**config.mk**
```make
export PLATFORM = sky130hd
export DESIGN_NAME = router_credit_arb
export DESIGN_NICKNAME = d
export VERILOG_FILES = /design/src/rtl/common_pkg.sv /design/src/rtl/router_credit_arb_rr_pick.sv /design/src/rtl/router_credit_arb.sv
export SDC_FILE = /design/constraint.sdc
export NUM_CORES = 1
export LEC_CHECK = 0
export BUFFER_PORTS_ARGS = -buffer_cell sky130_fd_sc_hd__buf_2
export CORE_MARGIN = 10
export CORE_UTILIZATION = 44
export CTS_CLUSTER_DIAMETER = 120
export DETAILED_ROUTE_END_ITERATION = 8
export PLACE_DENSITY = 0.9
export SETUP_SLACK_MARGIN = 0.5
export SLEW_MARGIN = 20
export SYNTH_ARGS = -nofsm -noshare
export SYNTH_HDL_FRONTEND = slang
export SYNTH_SLANG_ARGS = --single-unit
```
**constraint.sdc**
```tcl
create_clock -name clk -period 3.7 [get_ports clk]
set_input_delay 0.185 -clock clk [delete_from_list [all_inputs] [get_ports clk]]
set_output_delay 0.185 -clock clk [all_outputs]
set_load 0.02 [all_outputs]
```
**src/rtl/common_pkg.sv**
```systemverilog
// Shared router types: tile transaction format, client index and credit depth.
package common_pkg;

    typedef struct packed {
        logic [3:0]  dst;
        logic [3:0]  src;
        logic [23:0] payload;
    } t_tile_trans;

    localparam int unsigned ROUTER_CREDITS = 4;

    typedef logic [1:0] t_client_idx;

endpackage

```
**src/rtl/router_credit_arb_rr_pick.sv**
```systemverilog
// Combinational find-first-set over a request vector, searching upward from
// start_i with wrap-around; returns one-hot grant, its index and a hit flag.
module router_rr_pick
    import common_pkg::*;
#(
    parameter int unsigned NUM_CLIENTS = 4,
    parameter int unsigned IDX_W       = $clog2(NUM_CLIENTS)
) (
    input  logic [NUM_CLIENTS-1:0] req_i,
    input  logic [IDX_W-1:0]       start_i,
    output logic [NUM_CLIENTS-1:0] gnt_o,
    output logic [IDX_W-1:0]       idx_o,
    output logic                   found_o
);

    always_comb begin
        gnt_o   = '0;
        idx_o   = '0;
        found_o = 1'b0;
        for (int unsigned i = 0; i < NUM_CLIENTS; i++) begin
            logic [IDX_W-1:0] j;
            j = IDX_W'((32'(start_i) + i) % NUM_CLIENTS);
            if (!found_o && req_i[j]) begin
                found_o  = 1'b1;
                gnt_o[j] = 1'b1;
                idx_o    = j;
            end
        end
    end

endmodule

```
**src/rtl/router_credit_arb.sv**
```systemverilog
// Output-port scheduler: burst-limited round-robin over the input FIFOs,
// every grant gated on downstream credits, one-cycle registered output link.
module router_credit_arb
    import common_pkg::*;
#(
    parameter int unsigned NUM_CLIENTS = 4,
    parameter int unsigned CREDITS     = ROUTER_CREDITS,
    parameter int unsigned MAX_BURST   = 1,
    parameter int unsigned CNT_W       = $clog2(CREDITS + 1)
) (
    input  logic                                 clk,
    input  logic                                 rst,
    input  logic        [NUM_CLIENTS-1:0]        in_valid,
    input  t_tile_trans [NUM_CLIENTS-1:0]        in_data,
    output logic        [NUM_CLIENTS-1:0]        in_ready,
    output logic                                 out_valid,
    output t_tile_trans                          out_data,
    output logic        [$clog2(NUM_CLIENTS)-1:0] out_src,
    input  logic                                 credit_return,
    output logic        [CNT_W-1:0]              credit_cnt,
    output logic                                 credit_err
);

    localparam int unsigned IDX_W   = $clog2(NUM_CLIENTS);
    localparam int unsigned BURST_W = $clog2(MAX_BURST + 1);

    logic [IDX_W-1:0]   ptr_q, ptr_d;
    logic [BURST_W-1:0] burst_q, burst_d;
    logic [CNT_W-1:0]   cnt_q, cnt_d;
    logic               err_q, err_d;
    logic               ov_q, ov_d;
    t_tile_trans        od_q, od_d;
    logic [IDX_W-1:0]   src_q, src_d;

    logic                   owner_keep;
    logic [IDX_W-1:0]       ptr_next;
    logic [IDX_W-1:0]       search_start;
    logic [NUM_CLIENTS-1:0] pick_gnt;
    logic [IDX_W-1:0]       pick_idx;
    logic                   pick_found;
    logic                   grant;

    // Owner keeps the link while under its burst budget; otherwise the
    // search begins just past it, wrapping back to the owner if it is alone.
    assign owner_keep   = in_valid[ptr_q] && (burst_q < BURST_W'(MAX_BURST));
    assign ptr_next     = (ptr_q == IDX_W'(NUM_CLIENTS - 1)) ? '0 : ptr_q + 1'b1;
    assign search_start = owner_keep ? ptr_q : ptr_next;

    router_rr_pick #(
        .NUM_CLIENTS (NUM_CLIENTS),
        .IDX_W       (IDX_W)
    ) u_pick (
        .req_i   (in_valid),
        .start_i (search_start),
        .gnt_o   (pick_gnt),
        .idx_o   (pick_idx),
        .found_o (pick_found)
    );

    assign grant    = !rst && (cnt_q != '0) && pick_found;
    assign in_ready = grant ? pick_gnt : '0;

    always_comb begin
        ptr_d   = ptr_q;
        burst_d = burst_q;
        cnt_d   = cnt_q;
        err_d   = err_q;
        ov_d    = grant;
        od_d    = od_q;
        src_d   = src_q;

        if (grant) begin
            od_d  = in_data[pick_idx];
            src_d = pick_idx;
            if (pick_idx == ptr_q) begin
                // Saturate: a lone owner past its budget keeps winning the wrap.
                if (burst_q != BURST_W'(MAX_BURST)) begin
                    burst_d = burst_q + 1'b1;
                end
            end else begin
                ptr_d   = pick_idx;
                burst_d = BURST_W'(1);
            end
        end

        if (grant && !credit_return) begin
            cnt_d = cnt_q - 1'b1;
        end else if (!grant && credit_return) begin
            if (cnt_q == CNT_W'(CREDITS)) begin
                err_d = 1'b1;
            end else begin
                cnt_d = cnt_q + 1'b1;
            end
        end
    end

    always_ff @(posedge clk or posedge rst) begin
        if (rst) begin
            ptr_q   <= '0;
            burst_q <= '0;
            cnt_q   <= CNT_W'(CREDITS);
            err_q   <= 1'b0;
            ov_q    <= 1'b0;
            od_q    <= '0;
            src_q   <= '0;
        end else begin
            ptr_q   <= ptr_d;
            burst_q <= burst_d;
            cnt_q   <= cnt_d;
            err_q   <= err_d;
            ov_q    <= ov_d;
            od_q    <= od_d;
            src_q   <= src_d;
        end
    end

    assign out_valid  = ov_q;
    assign out_data   = od_q;
    assign out_src    = src_q;
    assign credit_cnt = cnt_q;
    assign credit_err = err_q;

endmodule

```
Word-level counts from Yosys, hierarchy flattened
Index checks and enable logic that the tools add are counted.

operators by class
  add/subtract/negate cells = 7
  $lt $le $gt $ge = 11
  equal/unequal tests = 4
  multiplexer cells = 40
  bitwise logic cells = 5
  reductions and logical operators = 23

operator list
  operator                                                           count
  binary-select mux 32 bit (select 2 bit)                            1
  two-way mux 32 bit                                                 1
  two-way mux 4 bit                                                  5
  less-than comparator 2 x 3 -> 1 bit, second input constant         6
  two-way mux 1 bit                                                  15
  logical AND 1 bit                                                  12
  two-way mux 2 bit                                                  6
  bitwise OR 4 bit                                                   3
  binary-select mux 1 bit (select 2 bit)                             5
  two-way mux 3 bit                                                  3
  demux 1 bit (select 2 bit)                                         4
  greater-or-equal comparator 2 x 1 -> 1 bit, second input constant  4
  logical NOT 1 bit                                                  6
  adder 2 x 1 -> 2 bit, second input constant                        2
  adder 2 bit, second input constant                                 2
  AND reduction 2 bit                                                2
  adder 3 x 1 -> 3 bit, second input constant                        1
  == test 3 bit, second input constant                               1
  AND reduction 3 bit                                                1
  nonzero test 3 bit                                                 1
  subtractor 3 x 1 -> 3 bit, second input constant                   1
  == test 2 bit                                                      1
  == test 2 bit, second input constant                               1
  inequality test 2 bit, second input constant                       1
  4 further kinds                                                    5

storage, ports and cells
  flip-flop bits (word level) = 42
  word-level logic and storage cells = 99

Logic depth before layout (Yosys ltp)
Gate-level depths: netlist of the first run.

  word-level depth = 21
  gate-level depth with buffers = 20
  gate-level depth less buffers = 17

By module
From an unflattened synthesis of the first run, not the netlist that was laid out.

second synthesis, totals
  cells, all modules = 206
  area, all modules = 3150.5 sq um

by module, submodules not included
  module             instances  cells each  area each (sq um)  sequential area each (sq um)
  router_credit_arb  1          161         2731.4             1052.3
  router_rr_pick     1          45          419.2              0.0

Worst setup path before layout of the first run
OpenSTA, ideal clock, no wires.

  kind = register to register
  start point = register ptr_q[1]
  end point = register cnt_q[2] (netlist: credit_cnt[2])
  arrival time = 3.627 ns
  required time = 3.609 ns
  path slack = -0.017 ns
  cell stages (with the launch flop) = 20
  buffers on the path = 3
  path through = dfrtp_1 buf_4 mux2i_2 nor3_1 o32ai_4 inv_1 ha_1 clkbuf_1 o41a_1 nand2_1 buf_4 inv_1 ha_1 xor2_1 ha_1 a21oi_1 nor3_1 a21oi_1 o21ai_0 o31ai_1

on the way
  cells in the longest elaborated chain, start to end = 21
  elaborated cells between the ends (all ways) = 36
  classes of those cells = add/sub (4); eq/ne (2); mux (17); reduce/logical (13)

RTL lines
  element                                                        line                             text
  from (decl)                                                    router_credit_arb.sv:27          logic [IDX_W-1:0] ptr_q, ptr_d;
  from (signal assigned)                                         router_credit_arb.sv:107         ptr_q <= ptr_d;
  binary-select mux 1 bit (select 2 bit)                         router_credit_arb.sv:45          assign owner_keep = in_valid[ptr_q] && (burst_q < BURST_W'(MAX_BURST));
  two-way mux 1 bit (not written as such)                        router_credit_arb.sv:45
  logical AND 1 bit                                              router_credit_arb.sv:45
  two-way mux 2 bit *                                            router_credit_arb.sv:47          assign search_start = owner_keep ? ptr_q : ptr_next;
  branches (longest 11 deep; another with adder 2 x 1 -> 2 bit)  -
  two-way mux 1 bit *                                            router_credit_arb_rr_pick.sv:23  if (!found_o && req_i[j]) begin
  logical AND 1 bit *                                            router_credit_arb.sv:60          assign grant = !rst && (cnt_q != '0) && pick_found;
  via grant                                                      router_credit_arb.sv:41          logic grant;
  logical NOT 1 bit                                              router_credit_arb.sv:88          end else if (!grant && credit_return) begin
  logical AND 1 bit                                              router_credit_arb.sv:88
  nonzero test 2 bit (no line)                                   -
  AND reduction 2 bit (no line)                                  -
  to (signal assigned)                                           router_credit_arb.sv:101         cnt_q <= CNT_W'(CREDITS);
  to (signal assigned)                                           router_credit_arb.sv:109         cnt_q <= cnt_d;
  to (decl)                                                      router_credit_arb.sv:29          logic [CNT_W-1:0] cnt_q, cnt_d;

Mark *: on every way through the listed nets, which the timed path passes. The select of a mux whose other input is x is not followed.
A chain may end at the register's enable or synchronous reset.

Final worst setup path of the first run
  start point = register ptr_q[0]
  end point = register od_q (netlist bit out_data[23])

on the way
  cells in the longest elaborated chain, start to end = 18
  elaborated cells between the ends (all ways) = 35
  classes of those cells = add/sub (4); eq/ne (1); mux (22); reduce/logical (8)

RTL lines
  element                                                        line                      text
  binary-select mux 1 bit (select 2 bit)                         router_credit_arb.sv:45
  two-way mux 1 bit (not written as such)                        router_credit_arb.sv:45
  logical AND 1 bit                                              router_credit_arb.sv:45
  two-way mux 2 bit *                                            router_credit_arb.sv:47
  branches (longest 14 deep; another with adder 2 x 1 -> 2 bit)  -
  to (signal assigned)                                           router_credit_arb.sv:104  od_q <= '0;
  to (signal assigned)                                           router_credit_arb.sv:112  od_q <= od_d;
  to (decl)                                                      router_credit_arb.sv:32   t_tile_trans od_q, od_d;

Mark *: on every way between the ends. The select of a mux whose other input is x is not followed.

==> impl_metrics.yaml, run 1 <==
status:
  status: "completed"
setup_path:
  endpoint: "out_data[23]$_DFFE_PP0P_"
  crit_start: "ptr_q[0]$_DFFE_PP0P_"
  r2r-end: "out_data[23]$_DFFE_PP0P_"
  arrival_ns: 3.47
  cp_max_fo: 20
  path_class: "flop to flop"
  crit-reg2reg-launch: "ptr_q[0]$_DFFE_PP0P_"
  cp-end-kind: "flop"
  worst_r2r_path_depth: 11
  r2r_slack_ns: 0.48
  worst_setup_path_start_kind: "flop"
  critPathRequiredTime_ns: 3.94
pwr:
  p_leak_nw: 2.81
  p_per_area_nw_per_um2: 1220
  ir_worst_vdd_v: 0.000730
synth:
  syn_nets: 656
  synth_xor_area_frac: 0.00429
  ys.flop_type: "dfrtp_1"
  synth_fa_ha_area_frac: 0.0337
  async_flop_share: 1.00
  netlist_area_sq_um: 4080
  yosys_warnings: 0
  yosysSeqAreaShare: 0.258
  synth_top_family_by_area: "compound AO/OA/AOI/OAI gates"
  synth_cells: 510
  muxShareOfSynthArea: 0.0984
  synth_compound_area_frac: 0.319
  synth-edff-count: 0
  synthTopCellsByArea: "dfrtp_1 (25%), mux2i_1 (8.3%), a221oi_1 (7.1%)"
  ys_seq_elements: 42
  synth.distinct_cells: 56
  avgSynthCellArea_sq_um: 8.00
  yosysTopAreaCell: "dfrtp_1"
  synth-simple-area-share: 0.163
  synth_top_area_frac: 0.251
timing:
  finClkSkew_ns: 0.00600
  worstMarginPinSlew_ns: 0.958
  slew_violations: 0
  setup_viol: 0
  fin_setup_tns_ns: 0
  slew_headroom: 0.360
  rsz0062_at_grt: "yes"
  hold_viol: 0
  max_freq_mhz: 310
  min_period_ns: 3.22
  min_period_over_period: 0.871
  worst_hold_slack_ns: 0.0991
min_path:
  hp-class: "input pin to asynchronous set/reset pin"
grt:
  grt_max_degree: 74
  grt.total_usage: 0.223
  grt_antenna_before_repair: 0
  grt_pass1_wl_um: 24700
  grt_pass1_vias: 5106
  grt_overflow: 0
clock_tree:
  cts_max_level: 2
  clockBufferDepth: 2
  cts_buffers: 5
  cts_tree: "built"
  clock_sinks: 42
  clockRootBuffer: "clkbuf_8"
  clock_latency_ns: 0.31
  clkTransAtPathRegs_ns: 0.09
layout:
  drive_above_1_share: 0.379
  fin_nets: 829
  syn_to_final_growth_pct: 35.0
  fin_cells: 795
  num_antenna_cells: 0
floorplan:
  start_util: 0.446
  core_area_sq_um: 9150
  die_w_um: 116
  row_count: 35
  io_pins: 178
  die_area_sq_um: 13500
  fp.dieH_um: 116
drt:
  drtPass1Iterations: 5
  dr_total_vias: 5008
  totalWireLength_um: 16400
  drcViolationCount: 0
  drt-initial-drc-count: 488
  drt-wirelength-per-cell_um: 20.6
  ant_nets: 0
  viasPerCell: 6.30
job:
  cap_viol_max_count: 0
place:
  place_inst: 773
  dp_hpwl_um: 11700
  port_buffers: 177
  routabilityCongestion: 0.943
[state kept, by name (all words and copies together) (netlist names)]
register    cells
credit_err      1
ptr_q           2
out_data       32
out_valid       1
out_src         2
burst_q         1
credit_cnt      3
[cell usage after synthesis, drive strengths merged (2+ instances only)]
master / instances
dfrtp: 41
nor3: 5
a21o: 2
inv: 73
nand2b: 2
a222oi: 4
mux2: 3
ha: 11
o2bb2ai: 32
clkbuf: 16
mux2i: 36
o211ai: 6
nand2: 75
o32ai: 3
nor2: 15
buf: 28
nor4: 31
a211oi: 4
o31ai: 2
a221oi: 33
a21boi: 2
nand3: 7
or3: 3
o21ai: 17
a21oi: 7
o221ai: 32
[placed cells by master (no fill, tap or decap), types with 2 or more instances in the layout]
cell type,instances
nor2_1,13
o31ai_1,2
ha_4,4
clkbuf_8,6
buf_2,175
or3_1,3
inv_1,69
nor4_1,31
a222oi_1,4
ha_1,6
dfrtp_1,39
mux2_2,2
nand2_1,74
o221ai_1,32
o2bb2ai_1,32
o21ai_1,4
a221oi_1,33
a21oi_1,5
nand3_1,7
o211ai_1,6
nor3_1,3
a211oi_2,2
buf_4,26
nor2_4,2
a21o_1,2
dfrtp_2,2
o21ai_4,2
o21ai_0,10
buf_6,6
buf_12,3
a211oi_4,2
inv_2,3
a21boi_0,2
mux2i_1,33
mux2i_4,2
nor3_4,2
[final cells by class]
type / count / area, sq um
multi-input cells: 351 / 2750
clock inverters: 2 / 12.5
fillers: 766 / 3640
well taps: 111 / 139
clock buffers: 6 / 82.6
flip-flops and latches: 42 / 1050
repair buffers: 210 / 1200
inverters: 73 / 277
[worst min-delay path by stage]
stage,depth (start not counted),end,start
after detailed placement,2,credit_cnt[0]$_DFFE_PP0P_,rst
after global placement,2,out_valid$_DFF_PP0_,rst
after floorplan,2,out_data[0]$_DFFE_PP0P_,in_data[96]
final,2,credit_err$_DFFE_PP0P_,rst
after CTS,2,credit_err$_DFFE_PP0P_,rst
after global routing,3,out_data[12]$_DFFE_PP0P_,in_data[76]
[critical path, stage by stage, from the launching register on]
cell	delay [ns]
dfrtp_2	0.46
buf_6	0.16
mux2i_2	0.18
o32ai_4	0.26
inv_2	0.09
ha_4	0.26
or4b_4	0.56
a211oi_2	0.43
nor2_4	0.17
buf_12	0.20
o221ai_1	0.22
o2bb2ai_1	0.14
[power breakdown]
group,internal [mW],leakage (nW),switching [mW]
sequential,0.675,0.529,0.185
clock,0.151,0.0472,0.190
combinational,2.30,2.23,3.20
total,3.12,2.81,3.58
[stage by stage]
stage	util	total power [mW]	cell area (sq um)	worst slack (ns)
finish	0.602	6.70	5510	0.476
global route	0.602	7.10	5510	0.371
CTS	0.587	6.38	5380	0.504
detailed placement	0.563	5.86	5150	0.101
global placement	0.563	5.65	5150	0.263
floorplan	-	4.56	4160	0.421
[logic make-up after synthesis]
group | after synthesis
adders and majority gates | 11
buffers and inverters | 117
muxes | 39
and+or+nand+nor | 143
xor gates and xnor gates | 2
DFF | 42
AOI/OAI and AO/OA | 156
[what timing repair did]
item	CTS	global route
endpoints found under the setup margin	44	38
pin swaps	4	9
setup buffers	9	5
hold endpoints to repair	0	0
hold buffers	0	0
resized for setup	17	20
[per-layer routing]
metal / vias to the layer above / routed length [um] / track usage
li1: 2263 / - / -
met1: 2327 / 6220 / 0.255
met2: 350 / 8160 / 0.377
met3: 68 / 1260 / 0.0519
met4: 0 / 765 / 0.123
met5: - / 0 / 0
No activity file was read; power rests on OpenSTA's default activity.
==> run 2, diff against run 1 <==
--- a/config.mk
+++ b/config.mk
@@ -11,5 +11,5 @@
 export CTS_CLUSTER_DIAMETER = 120
 export DETAILED_ROUTE_END_ITERATION = 8
-export PLACE_DENSITY = 0.9
+export PLACE_DENSITY = 0.83
 export SETUP_SLACK_MARGIN = 0.5
 export SLEW_MARGIN = 20
==> constraint.sdc (replaced) <==
create_clock -name clk -period 3.7 [get_ports clk]
set_input_delay 0.925 -clock clk [delete_from_list [all_inputs] [get_ports clk]]
set_output_delay 0.925 -clock clk [all_outputs]
set_load 0.02 [all_outputs]
==> impl_metrics.yaml, run 2 (synthesis results as in run 1) <==
setup_path:
  r2r-end: "out_data[20]$_DFFE_PP0P_"
  crit-reg2reg-launch: "ptr_q[1]$_DFFE_PP0P_"
  path_cells: "buf_8 > mux2i_1 > buf_4 > buf_4 > o32ai_1 > ha_1 > buf_4 > nand4b_1 > a21o_1 > o21ai_1 > a222oi_1 > nor2_2 > buf_6"
  slowest_delay_ns: 0.32
  path_class: "input pin to primary output"
  crit_family: "compound AO/OA/AOI/OAI gates"
  crit_buf_inv: 5
  cp-end-kind: "primary output"
  worst_setup_path_start_kind: "input pin"
  worst_r2r_path_depth: 19
  arrival_ns: 3.08
  crit_top_cell: "buf_4"
  r2r_slack_ns: -0.12
  critPathRequiredTime_ns: 2.77
  cp_max_fo: 4
  cp_slowest_cell: "ha_1"
timing:
  slew_violations: 0
  finClkSkew_ns: 0.0236
  worstMarginPinSlew_ns: 0.943
  finalWorstSetupSlack_ns: -0.306
  hold_viol: 0
  min_period_over_period: 1.08
  setup_viol: 36
  slew_headroom: 0.370
  min_period_ns: 4.01
  rsz0062_at_grt: "yes"
  max_freq_mhz: 250
pwr:
  p_leak_nw: 3.18
  p_per_area_nw_per_um2: 1320
  ir_worst_vdd_v: 0.000729
  power_mw: 8.45
min_path:
  min-delay-start: "credit_err$_DFFE_PP0P_"
  min_to: "credit_err$_DFFE_PP0P_"
  holdPathStages: 1
  hp-class: "flop to flop"
floorplan:
  row_count: 35
  io_pins: 178
  die_area_sq_um: 13500
  die_w_um: 116
  core_area_sq_um: 9150
  fp.dieH_um: 116
  start_util: 0.446
layout:
  mostFrequentLayoutCells: "buf_2 (169), nand2_1 (73), inv_1 (68)"
  num_antenna_cells: 0
  fillers: 700
  final_util: 0.700
  syn_to_final_growth_pct: 57.1
  fin_cells: 849
  final_common_cell: "buf_2"
  drive_above_1_share: 0.477
  fin_nets: 883
  largest_register_ffs: 32
place:
  place_ws_ns: -0.428
  dp_hpwl_um: 12100
  place_inst: 812
  port_buffers: 177
  routabilityCongestion: 0.915
clock_tree:
  cts_buffers: 5
  clkTransAtPathRegs_ns: 0.09
  clockBufferDepth: 2
  cts_tree: "built"
  clockRootBuffer: "clkbuf_8"
  cts_max_level: 2
  clock_sinks: 42
  clock_latency_ns: 0.31
grt:
  grt_pass1_wl_um: 26900
  grt_pass1_vias: 5539
  grt_max_degree: 44
  grt.total_usage: 0.244
  grt_overflow: 0
  grt_antenna_before_repair: 0
drt:
  ant_nets: 0
  drcViolationCount: 0
  drtPass1Iterations: 6
  dr_total_vias: 5315
  viasPerCell: 6.26
  totalWireLength_um: 17900
  drt-initial-drc-count: 536
  drt-wirelength-per-cell_um: 21.1
status:
  status: "finished, violations left"
  failed_checks: "negative setup slack"
job:
  cap_viol_max_count: 0
==> run 2: final cells by class <==
class,instances,area (sq um),share of cell area
multi-input cells,351,3000,0.467
repair buffers,264,1860,0.290
flip-flops and latches,42,1050,0.165
inverters,73,274,0.0427
well taps,111,139,0.0217
clock buffers,6,72.6,0.0113
clock inverters,2,13.8,0.00215
==> run 2: worst max path at each step <==
stage | startpoint | cells after the start | to | slack [ns]
finish | in_valid[3] | 13 | in_ready[3] | -0.31
global route | in_valid[3] | 13 | in_ready[2] | -0.42
CTS | in_valid[3] | 12 | in_ready[3] | -0.19
detailed placement | in_valid[2] | 12 | in_ready[1] | -0.43
global placement | in_valid[2] | 12 | in_ready[3] | -0.32
floorplan | in_valid[1] | 11 | in_ready[3] | -0.36
==> run 2: report_power, final <==
part / switching, mW / total [mW] / internal, mW
sequential: 0.177 / 0.851 / 0.674
combinational: 3.82 / 7.29 / 3.47
clock: 0.177 / 0.311 / 0.134
==> run 2: routing by layer <==
layer	vias up	share of wire	track usage
met3	58	0.10	0.0719
met5	-	0	0
met2	353	0.49	0.425
met1	2535	0.38	0.277
met4	0	0.033	0.0892
li1	2369	-	-
==> run 2: per-stage QoR <==
stage / hold WS (ns) / area [sq um] / setup TNS [ns]
global route: 0.512 / 6410 / -7.41
detailed placement: 0.450 / 5520 / -2.69
CTS: 0.472 / 6040 / -0.757
floorplan: 0.488 / 4210 / -1.29
finish: 0.467 / 6410 / -4.20
global placement: 0.441 / 5520 / -1.33
==> run 2: timing repair <==
action / CTS / global route
endpoints found under the setup margin: 40 / 41
hold endpoints to repair: 0 / 0
setup buffers: 16 / 7
gates resized for setup: 48 / 61
pin swaps: 8 / 19
hold buffers: 0 / 0
cloned: 4 / 2
==> run 3, diff against run 2 <==
CORE_ASPECT_RATIO = 0.6   (was not set)
==> impl_metrics.yaml, run 3 (synthesis results as in run 1) <==
status:
  status: "finished, violations left"
  failed_checks: "negative setup slack"
timing:
  max_freq_mhz: 248
  slew_headroom: 0.400
  min_period_ns: 4.03
  slew_violations: 0
  rsz0062_at_grt: "yes"
  hold_viol: 0
  setup_viol: 8
  worstMarginPinSlew_ns: 0.898
  finalWorstSetupSlack_ns: -0.334
  finClkSkew_ns: 0.00995
  fin_setup_tns_ns: -1.24
  min_period_over_period: 1.09
layout:
  drive_above_1_share: 0.485
  fillers: 646
  num_antenna_cells: 0
  largest_register_ffs: 32
  seqCellArea_sq_um: 1050
  multi_input_area_sq_um: 3010
  final_common_cell: "buf_2"
  mostFrequentLayoutCells: "buf_2 (169), inv_1 (68), nand2_1 (68)"
  syn_to_final_growth_pct: 62.9
  fin_cells: 863
  fin_nets: 892
floorplan:
  io_pins: 178
  core_area_sq_um: 9120
  fp.dieH_um: 94.6
  start_util: 0.447
  die_area_sq_um: 13700
  row_count: 27
  die_w_um: 144
job:
  cap_viol_max_count: 0
setup_path:
  crit-reg2reg-launch: "ptr_q[1]$_DFFE_PP0P_"
  slowest_delay_ns: 0.56
  crit_top_cell: "buf_6"
  arrival_ns: 3.11
  crit_start: "in_valid[3]"
  cp_slowest_cell: "or4b_4"
  cp-end-kind: "primary output"
  critPathRequiredTime_ns: 2.77
  path_class: "input pin to primary output"
  path_cells: "buf_8 > mux2i_4 > buf_6 > buf_6 > o21ai_0 > o211a_1 > or4b_4 > a21o_1 > o21ai_2 > a222oi_1 > nor2_2 > buf_6"
  cp_max_fo: 4
  worst_setup_path_start_kind: "input pin"
clock_tree:
  clkTransAtPathRegs_ns: 0.06
  cts_max_level: 2
  clock_latency_ns: 0.28
  clockRootBuffer: "clkbuf_16"
  cts_buffers: 5
  clockBufferDepth: 2
  ctsHoldBuffers: 0
  cts_tree: "built"
  clock_sinks: 42
pwr:
  netSwitchingFraction: 0.481
  clockPowerShare: 0.058
  combPwrFrac: 0.843
  p_sw_mw: 4.26
  p_per_area_nw_per_um2: 1330
  p_leak_nw: 3.29
  ir_worst_vdd_v: 0.000997
  power_mw: 8.84
  p_int_mw: 4.58
  power_frac_seq: 0.099
drt:
  totalWireLength_um: 18600
  drt-wirelength-per-cell_um: 21.6
  drcViolationCount: 0
  drt-initial-drc-count: 455
  drtPass1Iterations: 5
  dr_total_vias: 5308
  viasPerCell: 6.15
  ant_nets: 0
grt:
  grt_pass1_vias: 5498
  grt.total_usage: 0.246
  grt_max_degree: 43
  grt_pass1_wl_um: 27600
  grt_overflow: 0
  grt_antenna_before_repair: 0
place:
  dp_hpwl_um: 12800
  routabilityCongestion: 0.930
  place_inst: 820
  port_buffers: 177
min_path:
  hp-class: "flop to flop"
  min-delay-start: "credit_err$_DFFE_PP0P_"
run 3: final timing paths:
check,slack (ns),cells past startpoint,end
worst min register to register,0.50,1,credit_err$_DFFE_PP0P_
worst max-delay path,-0.33,12,in_ready[1]
max in group asynchronous,2.21,2,ptr_q[1]$_DFFE_PP0P_
worst max register to register,0.08,17,out_data[7]$_DFFE_PP0P_
min in group asynchronous,0.85,2,out_data[10]$_DFFE_PP0P_
worst min-delay path,0.50,1,credit_err$_DFFE_PP0P_
run 3: power by group through the flow:
stage / logic (mW) / clock network (mW) / registers, mW
6_report: 7.45 / 0.512 / 0.876
5_1_grt: 7.89 / 0.540 / 0.897
4_1_cts: 6.65 / 0.514 / 0.856
3_5_place_dp: 5.51 / 0 / 0.856
3_3_place_gp: 5.29 / 0 / 0.846
2_1_floorplan: 3.60 / 0 / 1.01
run 3: timing repair:
action | CTS | global route
setup endpoints to repair | 43 | 44
resized for setup | 77 | 46
cloned | 4 | 4
pin swaps | 13 | 23
buffers inserted | 18 | 9
run 3: critical path, delay by kind of cell:
family          cells  cell delay, ns
mux                 1            0.20
compound gates      5            0.83
buf+inv             4            0.44
simple gates        2            0.70
run 3: routing by layer:
metal	track usage	vias up	routed length, um
met5	0	-	0
li1	-	2406	-
met3	0.0722	48	2050
met2	0.424	313	8760
met1	0.302	2541	7450
met4	0.0477	0	330
run 3: final cells by class:
type | instances | share of cell area
Multi-Input combinational cell | 351 | 0.453
Clock inverter | 1 | 0.00452
Clock buffer | 7 | 0.0215
Sequential cell | 42 | 0.158
Timing Repair Buffer | 273 | 0.298
Inverter | 73 | 0.0420
Tap cell | 116 | 0.0218
run 3: metrics by stage:
step | util | cell area, sq um | worst slack, ns | hold slack (ns)
4_1_cts | 0.688 | 6280 | -0.194 | 0.503
5_1_grt | 0.729 | 6650 | -0.450 | 0.533
3_3_place_gp | 0.607 | 5540 | -0.307 | 0.465
3_5_place_dp | 0.607 | 5540 | -0.405 | 0.487
2_1_floorplan | - | 4210 | -0.360 | 0.488
6_report | 0.729 | 6650 | -0.334 | 0.500
